### src/rtl/fetch_stage_if.sv
// Instruction-memory request/acknowledge bus between the fetch stage and imem.
interface fetch_stage_if;
    localparam int unsigned XLEN = 32;

    logic            imem_req;
    logic [XLEN-1:0] imem_addr;
    logic [XLEN-1:0] imem_rdata;
    logic            imem_ack;

    modport master (output imem_req, imem_addr, input imem_rdata, imem_ack);
    modport slave  (input imem_req, imem_addr, output imem_rdata, imem_ack);
endinterface

### src/rtl/fetch_stage.sv
// IF stage plus IF/ID pipeline register: PC, imem fetch handshake, stall hold, redirect/flush.
// Optional FETCH_PERF_EN adds perf_fetch / perf_flush counters.
module fetch_stage #(
    parameter logic [31:0] PC_RESET = 32'h0000_0000,
    parameter logic [31:0] NOP_INST = 32'h0000_0000
) (
    input  logic        clk,
    input  logic        rst_n,
    input  logic        stall,
    input  logic        branch,
    input  logic        jump,
    input  logic        jr,
    input  logic [31:0] br_offset,
    input  logic [25:0] jtarget,
    input  logic [31:0] jr_target,
    fetch_stage_if.master imem,
    output logic [31:0] if_id_inst,
    output logic [31:0] if_id_pc4,
    output logic        if_id_valid,
    output logic        fetch_busy
`ifdef FETCH_PERF_EN
    ,
    output logic [31:0] perf_fetch,
    output logic [31:0] perf_flush
`endif
);
    localparam int unsigned XLEN = 32;

    typedef enum logic {S_REQ = 1'b0, S_HOLD = 1'b1} state_t;

    state_t          state, state_d;
    logic [XLEN-1:0] pc, pc_d;
    logic [XLEN-1:0] inst_d, pc4_d;
    logic            valid_d;
    logic [XLEN-1:0] hold_inst, hold_inst_d;
    logic [XLEN-1:0] hold_pc4, hold_pc4_d;
    logic [XLEN-1:0] target_c;
    logic [XLEN-1:0] pc_plus4_c;
    logic            load_valid_c;
    logic            br_offset_unused;

    // Only the low 30 bits of the sign-extended offset survive the word shift
    assign br_offset_unused = ^br_offset[31:30];

    assign imem.imem_req  = rst_n & (state == S_REQ);
    assign imem.imem_addr = pc;

    assign pc_plus4_c = pc + XLEN'(4);

    always_comb begin
        if (jr)
            target_c = jr_target;
        else if (jump)
            target_c = {if_id_pc4[31:28], jtarget, 2'b00};
        else
            target_c = if_id_pc4 + {br_offset[29:0], 2'b00};
    end

    // Next-state and next-datapath decision: redirect > stall > normal
    always_comb begin
        state_d      = state;
        pc_d         = pc;
        inst_d       = if_id_inst;
        pc4_d        = if_id_pc4;
        valid_d      = if_id_valid;
        hold_inst_d  = hold_inst;
        hold_pc4_d   = hold_pc4;
        load_valid_c = 1'b0;

        if (branch) begin
            pc_d        = target_c;
            inst_d      = NOP_INST;
            valid_d     = 1'b0;
            hold_inst_d = '0;
            hold_pc4_d  = '0;
            state_d     = S_REQ;
        end else begin
            case (state)
                S_REQ: begin
                    if (imem.imem_ack) begin
                        pc_d = pc_plus4_c;
                        if (stall) begin
                            hold_inst_d = imem.imem_rdata;
                            hold_pc4_d  = pc_plus4_c;
                            state_d     = S_HOLD;
                        end else begin
                            inst_d       = imem.imem_rdata;
                            pc4_d        = pc_plus4_c;
                            valid_d      = 1'b1;
                            load_valid_c = 1'b1;
                        end
                    end else if (!stall) begin
                        inst_d  = NOP_INST;
                        valid_d = 1'b0;
                    end
                end
                S_HOLD: begin
                    if (!stall) begin
                        inst_d       = hold_inst;
                        pc4_d        = hold_pc4;
                        valid_d      = 1'b1;
                        load_valid_c = 1'b1;
                        state_d      = S_REQ;
                    end
                end
                default: state_d = S_REQ;
            endcase
        end
    end

    always_ff @(posedge clk or negedge rst_n) begin
        if (!rst_n)
            state <= S_REQ;
        else
            state <= state_d;
    end

    always_ff @(posedge clk or negedge rst_n) begin
        if (!rst_n) begin
            pc          <= PC_RESET;
            if_id_inst  <= NOP_INST;
            if_id_pc4   <= '0;
            if_id_valid <= 1'b0;
            fetch_busy  <= 1'b0;
            hold_inst   <= '0;
            hold_pc4    <= '0;
        end else begin
            pc          <= pc_d;
            if_id_inst  <= inst_d;
            if_id_pc4   <= pc4_d;
            if_id_valid <= valid_d;
            fetch_busy  <= (state_d == S_HOLD);
            hold_inst   <= hold_inst_d;
            hold_pc4    <= hold_pc4_d;
        end
    end

`ifdef FETCH_PERF_EN
    always_ff @(posedge clk or negedge rst_n) begin
        if (!rst_n) begin
            perf_fetch <= '0;
            perf_flush <= '0;
        end else begin
            if (load_valid_c)
                perf_fetch <= perf_fetch + XLEN'(1);
            if (branch)
                perf_flush <= perf_flush + XLEN'(1);
        end
    end
`else
    logic load_valid_unused;
    assign load_valid_unused = load_valid_c;
`endif

endmodule
### src/flat_wrapper.sv
// flat-port wrapper written by rule: the top's interface ports become plain ports
module fetch_stage_flat 
#(
    parameter logic [31:0] PC_RESET = 32'h0000_0000,
    parameter logic [31:0] NOP_INST = 32'h0000_0000
)
  (clk, rst_n, stall, branch, jump, jr, br_offset, jtarget, jr_target, if_id_inst, if_id_pc4, if_id_valid, fetch_busy, imem_imem_req, imem_imem_addr, imem_imem_rdata, imem_imem_ack);
  fetch_stage_if imem_i ();
  input  logic clk;
  input  logic rst_n;
  input  logic stall;
  input  logic branch;
  input  logic jump;
  input  logic jr;
  input  logic [31:0] br_offset;
  input  logic [25:0] jtarget;
  input  logic [31:0] jr_target;
  output logic [31:0] if_id_inst;
  output logic [31:0] if_id_pc4;
  output logic if_id_valid;
  output logic fetch_busy;
  output wire logic [$bits(imem_i.imem_req)-1:0] imem_imem_req;
  output wire logic [$bits(imem_i.imem_addr)-1:0] imem_imem_addr;
  input wire logic [$bits(imem_i.imem_rdata)-1:0] imem_imem_rdata;
  input wire logic [$bits(imem_i.imem_ack)-1:0] imem_imem_ack;
  assign imem_imem_req = imem_i.imem_req;
  assign imem_imem_addr = imem_i.imem_addr;
  assign imem_i.imem_rdata = imem_imem_rdata;
  assign imem_i.imem_ack = imem_imem_ack;
  fetch_stage #(.PC_RESET(PC_RESET), .NOP_INST(NOP_INST)) u_core (.clk(clk), .rst_n(rst_n), .stall(stall), .branch(branch), .jump(jump), .jr(jr), .br_offset(br_offset), .jtarget(jtarget), .jr_target(jr_target), .imem(imem_i), .if_id_inst(if_id_inst), .if_id_pc4(if_id_pc4), .if_id_valid(if_id_valid), .fetch_busy(fetch_busy));
endmodule
### config.mk
export PLATFORM = sky130hd
export DESIGN_NAME = fetch_stage_flat
export DESIGN_NICKNAME = d
export VERILOG_FILES = /design/src/rtl/fetch_stage_if.sv /design/src/rtl/fetch_stage.sv /design/src/flat_wrapper.sv
export SDC_FILE = /design/constraint.sdc
export NUM_CORES = 1
export LEC_CHECK = 0
export ABC_AREA = 1
export CAP_MARGIN = 10
export CORE_UTILIZATION = 25
export CTS_CLUSTER_DIAMETER = 80
export DETAILED_ROUTE_END_ITERATION = 8
export PLACE_DENSITY = 0.46
export SYNTH_ARGS = -nofsm -noshare
export SYNTH_HDL_FRONTEND = slang
export SYNTH_SLANG_ARGS = --single-unit
### constraint.sdc
create_clock -name clk -period 3.9 [get_ports clk]
set_input_delay 0.78 -clock clk [delete_from_list [all_inputs] [get_ports clk]]
set_output_delay 0.78 -clock clk [all_outputs]
set_load 0.02 [all_outputs]
==> metrics.txt <==
number of synthesized register bits=162; syn_nets=1684; Worst Tran Pin Value=0.859 ns; most frequent cells in the layout=nand2_1, clkdlybuf4s50_1, inv_1; post-synthesis simple-gate area fraction=28.9%; share of cells above drive strength 1=5.07%; CP bufs+invs=1; ranking of synthesized cells by area=dfrtp_1, nand2_1, inv_1; mux contribution to synthesized area=0.108%; fmax=0.345 GHz; HPWL after detailed placement=31.5 mm; Worst Path Arrival=3.22 ns; I/O pin cnt=228; Static Leak=6.70 nW; Metal-1 WL=20.6 mm; area of the multi-input gates=5320 sq um; first-pass GRT wire length=63.2 mm; status=finished clean; post-synthesis sequential area ratio=38.9%; peak supply drop=0.263 mV; CP startpoint=br_offset[0]; Die X-Extent=206 um; clk_skew=0.00973 ns; top sig layer=met4; CORE AREA=40900 sq um; nets=1886; Global Route Usage Sum=19.9%; endpoints failing setup=0; r2r setup slk=1.30 ns; grt ovf=0; Area Overhead vs Synth=33.5%; commonest non-fill, non-tap cell in the layout=nand2_1; main combinational cell family by area after synthesis=simple AND/OR/NAND/NOR gates; met3 wire len=3.49 mm; DRC violation count after routing=0; slowest CP cell=fa_1; crit path launch type=primary input; largest area contributor in the netlist=dfrtp_1; CTS buffer count=17; clk_lat worst skew=0.43 ns; wire length after detailed routing=42.0 mm; n_diodes=0; Top delay family on crit path=simple AND/OR/NAND/NOR gates; largest net degree at the start of global routing=153; YS warnings=0; WP depth=15; clk buf depth=2; GPL Wtd Cong=0.929; CP Max Fanout=4; worst hold path type=primary input to async pin; Buffers on Ports=225; clk sinks=162; initial DRC count=819; metal2 WL=17.3 mm; area share of the largest cell type after synthesis=38.9%; PD cells=454 nW/um^2; cts hold-fix bufs=0; Max Slew Vio Count=0; Setup Fix Bufs, Post-CTS=0; Inst Count DP=2239; Routed WL per cell=18.5 um; remaining antenna violation count=0; critical path data required time=4.22 ns; Syn Area/Cell=6.83 sq um; via count=10.6k; crit end category=flip-flop; H-tree Lvls=4; die height=206 um; RSZ-0062 raised after global routing=no; FF/Latch Area=4050 sq um; post-layout min period=2.90 ns; Max transition margin=42.8%; # rows=74; Post-Synth Adder-Cell Area=3.80%; die area=42500 sq um; Synth cell types=40; vias in the first global route=10.4k; crit path to=u_core.imem.imem_addr[30]; Maximum Capacitance Violations=0; critical path class=primary input to flip-flop; cells after synthesis=1524; final hold slack=0.150 ns; CTS tree=yes; Hold Vio Cnt, Final=0; initial antenna violation count=0; post-CTS sizing=0; Synth Area in Compound Gates=15.3%; Non-Filler Instances=2269; critical path cell sequence=clkdlybuf4s50_1, ha_1, fa_1, nand3_1, nand3_1, nand3_1, nand3_1, nand2_1, nand3_1, nand3_1, nand2_1, nand2_1, nand2_1, nand2_1, nand2_1; fin crit share=74.4%; drt via density=4.67; cell area after synthesis=10400 sq um; root buf cell=clkbuf_16; fill count=4445; setup_tns=0 ns; Clock transition at path regs=0.07 ns; launching point of the worst reg2reg path=u_core.if_id_pc4[2]; initial core utilization=25.4%; worst r2r dst=u_core.imem.imem_addr[30]; first-pass detailed-route iteration total=5; Crit path largest cell delay=0.45 ns; post-synthesis xor/xnor area fraction=2.85%; R2R cell count=14
==> routing by layer <==
layer / global-route usage, % / vias to the layer above
met4: 4.54 / 0
met3: 5.00 / 30
li1: - / 5269
met2: 29.1 / 325
met5: 0 / -
met1: 28.9 / 4979
==> power by group <==
| part | internal (mW) | switching, mW | total, mW |
|---|---|---|---|
| clock | 1.13 | 0.743 | 1.87 |
| sequential | 1.89 | 0.272 | 2.16 |
| combinational | 0.887 | 1.39 | 2.28 |
==> cell families after synthesis <==
kind of cell / count (synthesis)
compound gates: 281
flops: 162
fa+ha+maj: 31
mux: 1
xor+xnor: 33
simple gates: 741
buf+inv: 275
==> state kept, by name, summed over array words and instances (netlist names) <==
register               cells
u_core.hold_inst          32
u_core.hold_pc4           32
u_core.if_id_inst         32
u_core.if_id_pc4          32
u_core.imem.imem_addr     32
u_core.if_id_valid         1
u_core.state               1
==> cells in the mapped netlist <==
library cell	n
a21o_1	1
o21ai_1	10
a22oi_1	4
clkinv_1	1
inv_1	202
a31oi_1	10
xor2_1	22
fa_1	1
a21oi_1	89
nand3_1	63
xnor2_1	10
ha_1	30
buf_2	12
inv_2	10
nor3_4	1
nor2_2	6
o21ai_2	1
o22ai_1	57
o211ai_1	23
nor2_1	155
nand2_1	479
or2_0	1
nand4_1	9
o21ai_0	76
nand3_2	1
nor4_1	1
or2_1	1
nor3b_1	1
buf_1	6
dfrtp_1	162
a21oi_2	3
nand2_2	2
a22o_1	3
nor3_1	10
nand3b_1	2
clkbuf_1	44
xnor2_2	1
o21bai_1	4
nor3_2	9
mux2_2	1
==> how the worst min path moves through the flow <==
stage	depth (start not counted)	end	slack, ns	startpoint
after floorplan	2	u_core.hold_pc4[31]	0.45	u_core.hold_pc4[31]
after global placement	2	u_core.hold_pc4[31]	0.46	u_core.hold_pc4[31]
after detailed placement	2	u_core.if_id_inst[29]	0.46	u_core.if_id_inst[29]
after CTS	1	u_core.if_id_inst[13]	0.13	rst_n
after global routing	1	u_core.if_id_inst[10]	0.14	rst_n
final	1	u_core.if_id_inst[11]	0.15	rst_n
==> worst reg2reg max path: stages (launching register included) <==
cell and delay, ns:
dfrtp_1 0.46, ha_1 0.27, fa_1 0.45, nand3_1 0.11, nand3_1 0.16, nand3_1 0.12, nand3_1 0.22, nand2_1 0.17
nand3_1 0.09, nand3_1 0.09, nand2_1 0.05, nand2_1 0.12, nand2_1 0.07, nand2_1 0.06, nand2_1 0.06
==> stage by stage <==
step                      power [mW]  cell area, sq um  worst slack (ns)  utilization, %
after floorplan                 3.44             10400              1.48               -
after global placement          4.46             13300             0.548            32.4
after global routing            6.69             13900             0.845            34.0
final                           6.31             13900             0.998            34.0
after CTS                       6.37             13900              1.03            34.0
after detailed placement        4.46             13300             0.573            32.4
==> final cells by class <==
| type | instances | area share, % |
|---|---|---|
| Multi-Input combinational cell | 1087 | 38.3 |
| Sequential cell | 162 | 29.2 |
| Timing Repair Buffer | 245 | 17.4 |
| Inverter | 213 | 5.75 |
| Tap cell | 532 | 4.79 |
| Clock buffer | 20 | 3.36 |
| Clock inverter | 10 | 1.25 |
Note: power is estimated with default switching activity, not from simulation.
==> RTL change: new RTL, config.mk and constraints unchanged <==
Add an input register stage for `br_offset`, `jtarget` and `jr_target`, cleared by the reset; this delays them by one clock. The other inputs are not delayed to match.
--- a/src/rtl/fetch_stage.sv
+++ b/src/rtl/fetch_stage.sv
@@ -28,6 +28,22 @@
 
     typedef enum logic {S_REQ = 1'b0, S_HOLD = 1'b1} state_t;
 
+    logic [31:0] br_offset_q;
+    logic [25:0] jtarget_q;
+    logic [31:0] jr_target_q;
+
+    always_ff @(posedge clk or negedge rst_n) begin
+        if (!rst_n) begin
+            br_offset_q <= '0;
+            jtarget_q   <= '0;
+            jr_target_q <= '0;
+        end else begin
+            br_offset_q <= br_offset;
+            jtarget_q   <= jtarget;
+            jr_target_q <= jr_target;
+        end
+    end
+
     state_t          state, state_d;
     logic [XLEN-1:0] pc, pc_d;
     logic [XLEN-1:0] inst_d, pc4_d;
@@ -40,7 +56,7 @@
     logic            br_offset_unused;
 
     // Only the low 30 bits of the sign-extended offset survive the word shift
-    assign br_offset_unused = ^br_offset[31:30];
+    assign br_offset_unused = ^br_offset_q[31:30];
 
     assign imem.imem_req  = rst_n & (state == S_REQ);
     assign imem.imem_addr = pc;
@@ -49,11 +65,11 @@
 
     always_comb begin
         if (jr)
-            target_c = jr_target;
+            target_c = jr_target_q;
         else if (jump)
-            target_c = {if_id_pc4[31:28], jtarget, 2'b00};
+            target_c = {if_id_pc4[31:28], jtarget_q, 2'b00};
         else
-            target_c = if_id_pc4 + {br_offset[29:0], 2'b00};
+            target_c = if_id_pc4 + {br_offset_q[29:0], 2'b00};
     end
 
     // Next-state and next-datapath decision: redirect > stall > normal
Behaviour: not the same (Yosys sat finds a counterexample within 4 cycles, from zero or initial values and one cycle with rst_n low).
==> RTL change against the original RTL <==
Clock skew decreased by 0.00095 ns. Wire length rose by 12%. Final area grew 18%. Sequential power up 47%. Power is 32% higher. Synthesized area rose by 19%. Utilization down 0.37 points. Sequential cell count increased by 88. Worst setup slack improved by 0.082 ns. Critical endpoint is now u_core.imem.imem_addr[8].
==> RTL change: results (changes against the original RTL) <==
\begin{tabular}{lr}
\hline
Metric & Value \\
\hline
\multicolumn{2}{l}{\textbf{Status}} \\
\quad Run status & finished, final reports clean \\
\multicolumn{2}{l}{\textbf{Finish}} \\
\quad Number of fill cells in the layout & 5145 (+16\%) \\
\quad Fraction of layout cells with a size suffix above 1 & 0.0554 (+0.00477) \\
\quad Net count, final & 1944 (+3.1\%) \\
\multicolumn{2}{l}{\textbf{Clock tree}} \\
\quad Number of levels the H-tree was split into & 1 (-3) \\
\quad Number of buffers inserted during clock tree synthesis & 30 (+13) \\
\multicolumn{2}{l}{\textbf{Global routing}} \\
\quad Maximum number of pins on one net before global-route repair & 129 (-16\%) \\
\quad Met1 Track Usage GR & 0.245 (-0.0440) \\
\multicolumn{2}{l}{\textbf{Synthesis}} \\
\quad Share of synthesized area occupied by flip-flops and latches & 0.503 (+0.114) \\
\quad Most used standard cells in the synthesized netlist & nand2\_1, dfrtp\_1, nor2\_1 \\
\quad Cell types occupying the most area after synthesis & dfrtp\_1, nand2\_1, nor2\_1, o21ai\_0, a21oi\_1 \\
\quad Syn nets & 1725 (+2.4\%) \\
\multicolumn{2}{l}{\textbf{Critical path}} \\
\quad Endpoint of the worst-slack reg-to-reg timing path & u\_core.imem.imem\_addr[8] \\
\quad Crit path largest cell delay & 0.47 ns (+0.02 ns) \\
\quad Worst setup path category & flip-flop to flip-flop \\
\quad Depth of the worst register-to-register path & 10 (-4) \\
\quad Data arrival time at the worst-slack endpoint & 3.32 ns (+0.10 ns) \\
\multicolumn{2}{l}{\textbf{Route}} \\
\quad Wirelength, routed & 46800 um (+12\%) \\
\quad Total number of vias & 11300 (+6.3\%) \\
\quad Routed length on met3 & 3070 um (-12\%) \\
\quad M1 wire length & 21100 um (+2.7\%) \\
\quad Detail Route met2 WL & 21500 um (+24\%) \\
\multicolumn{2}{l}{\textbf{Place}} \\
\quad Post-placement cell count & 2416 (+7.9\%) \\
\quad Worst slack at placement & 0.753 ns (+0.180 ns) \\
\quad Final weighted congestion of routability-driven global placement & 0.888 (-4.5\%) \\
\hline
\end{tabular}
## RTL change: changes by cell type in the layout (fill, tap and decap cells not counted), moves of 8 or more
cell       change
o22ai_1       -55
clkbuf_1       +8
inv_1         -80
nor2_1        +34
nor3_2         -9
o211ai_1      -10
clkbuf_16     +14
a31oi_1       +27
a21oi_1       +16
dfrtp_1       +88
nand2_1       -30
xor2_1        -10
o21ai_0       +50
## RTL change: worst max path at each step
stage,to,slack [ns],cells past startpoint
after detailed placement,u_core.if_id_pc4[26],0.75,8
after global placement,u_core.if_id_pc4[29],0.78,8
after global routing,u_core.imem.imem_addr[8],0.98,10
after CTS,u_core.imem.imem_addr[22],1.13,14
after floorplan,u_core.imem.imem_addr[16],1.62,13
final,u_core.imem.imem_addr[8],1.08,10
## RTL change: cell type report
cell class | instances | area, um2 | area share
clock inverter | 6 | 86.3 | 0.00525
sequential | 250 | 6260 | 0.380
multi-input combinational | 1122 | 5410 | 0.329
antenna | 1 | 2.50 | 0.000152
clock buffer | 46 | 902 | 0.0549
inverter | 131 | 492 | 0.0299
tap | 664 | 831 | 0.0505
timing repair buffer | 249 | 2460 | 0.150
## RTL change: power by group
| part | total, mW | internal [mW] | switching, mW |
|---|---|---|---|
| clock network | 2.84 | 1.70 | 1.14 |
| registers | 3.18 | 2.87 | 0.312 |
| logic | 2.30 | 0.899 | 1.40 |
## RTL change: cells by family (layout without fill, tap and decap cells)
kind of cell	Yosys count	count (layout)	share of synthesized area
XOR/XNOR	22	22	0.0161
other	0	1	0
flip-flops	250	250	0.503
adder cells (fa/ha/maj)	31	31	0.0318
AO/OA/AOI/OAI	314	314	0.139
AND/OR/NAND/NOR	755	755	0.248
buffers and inverters	193	432	0.0616
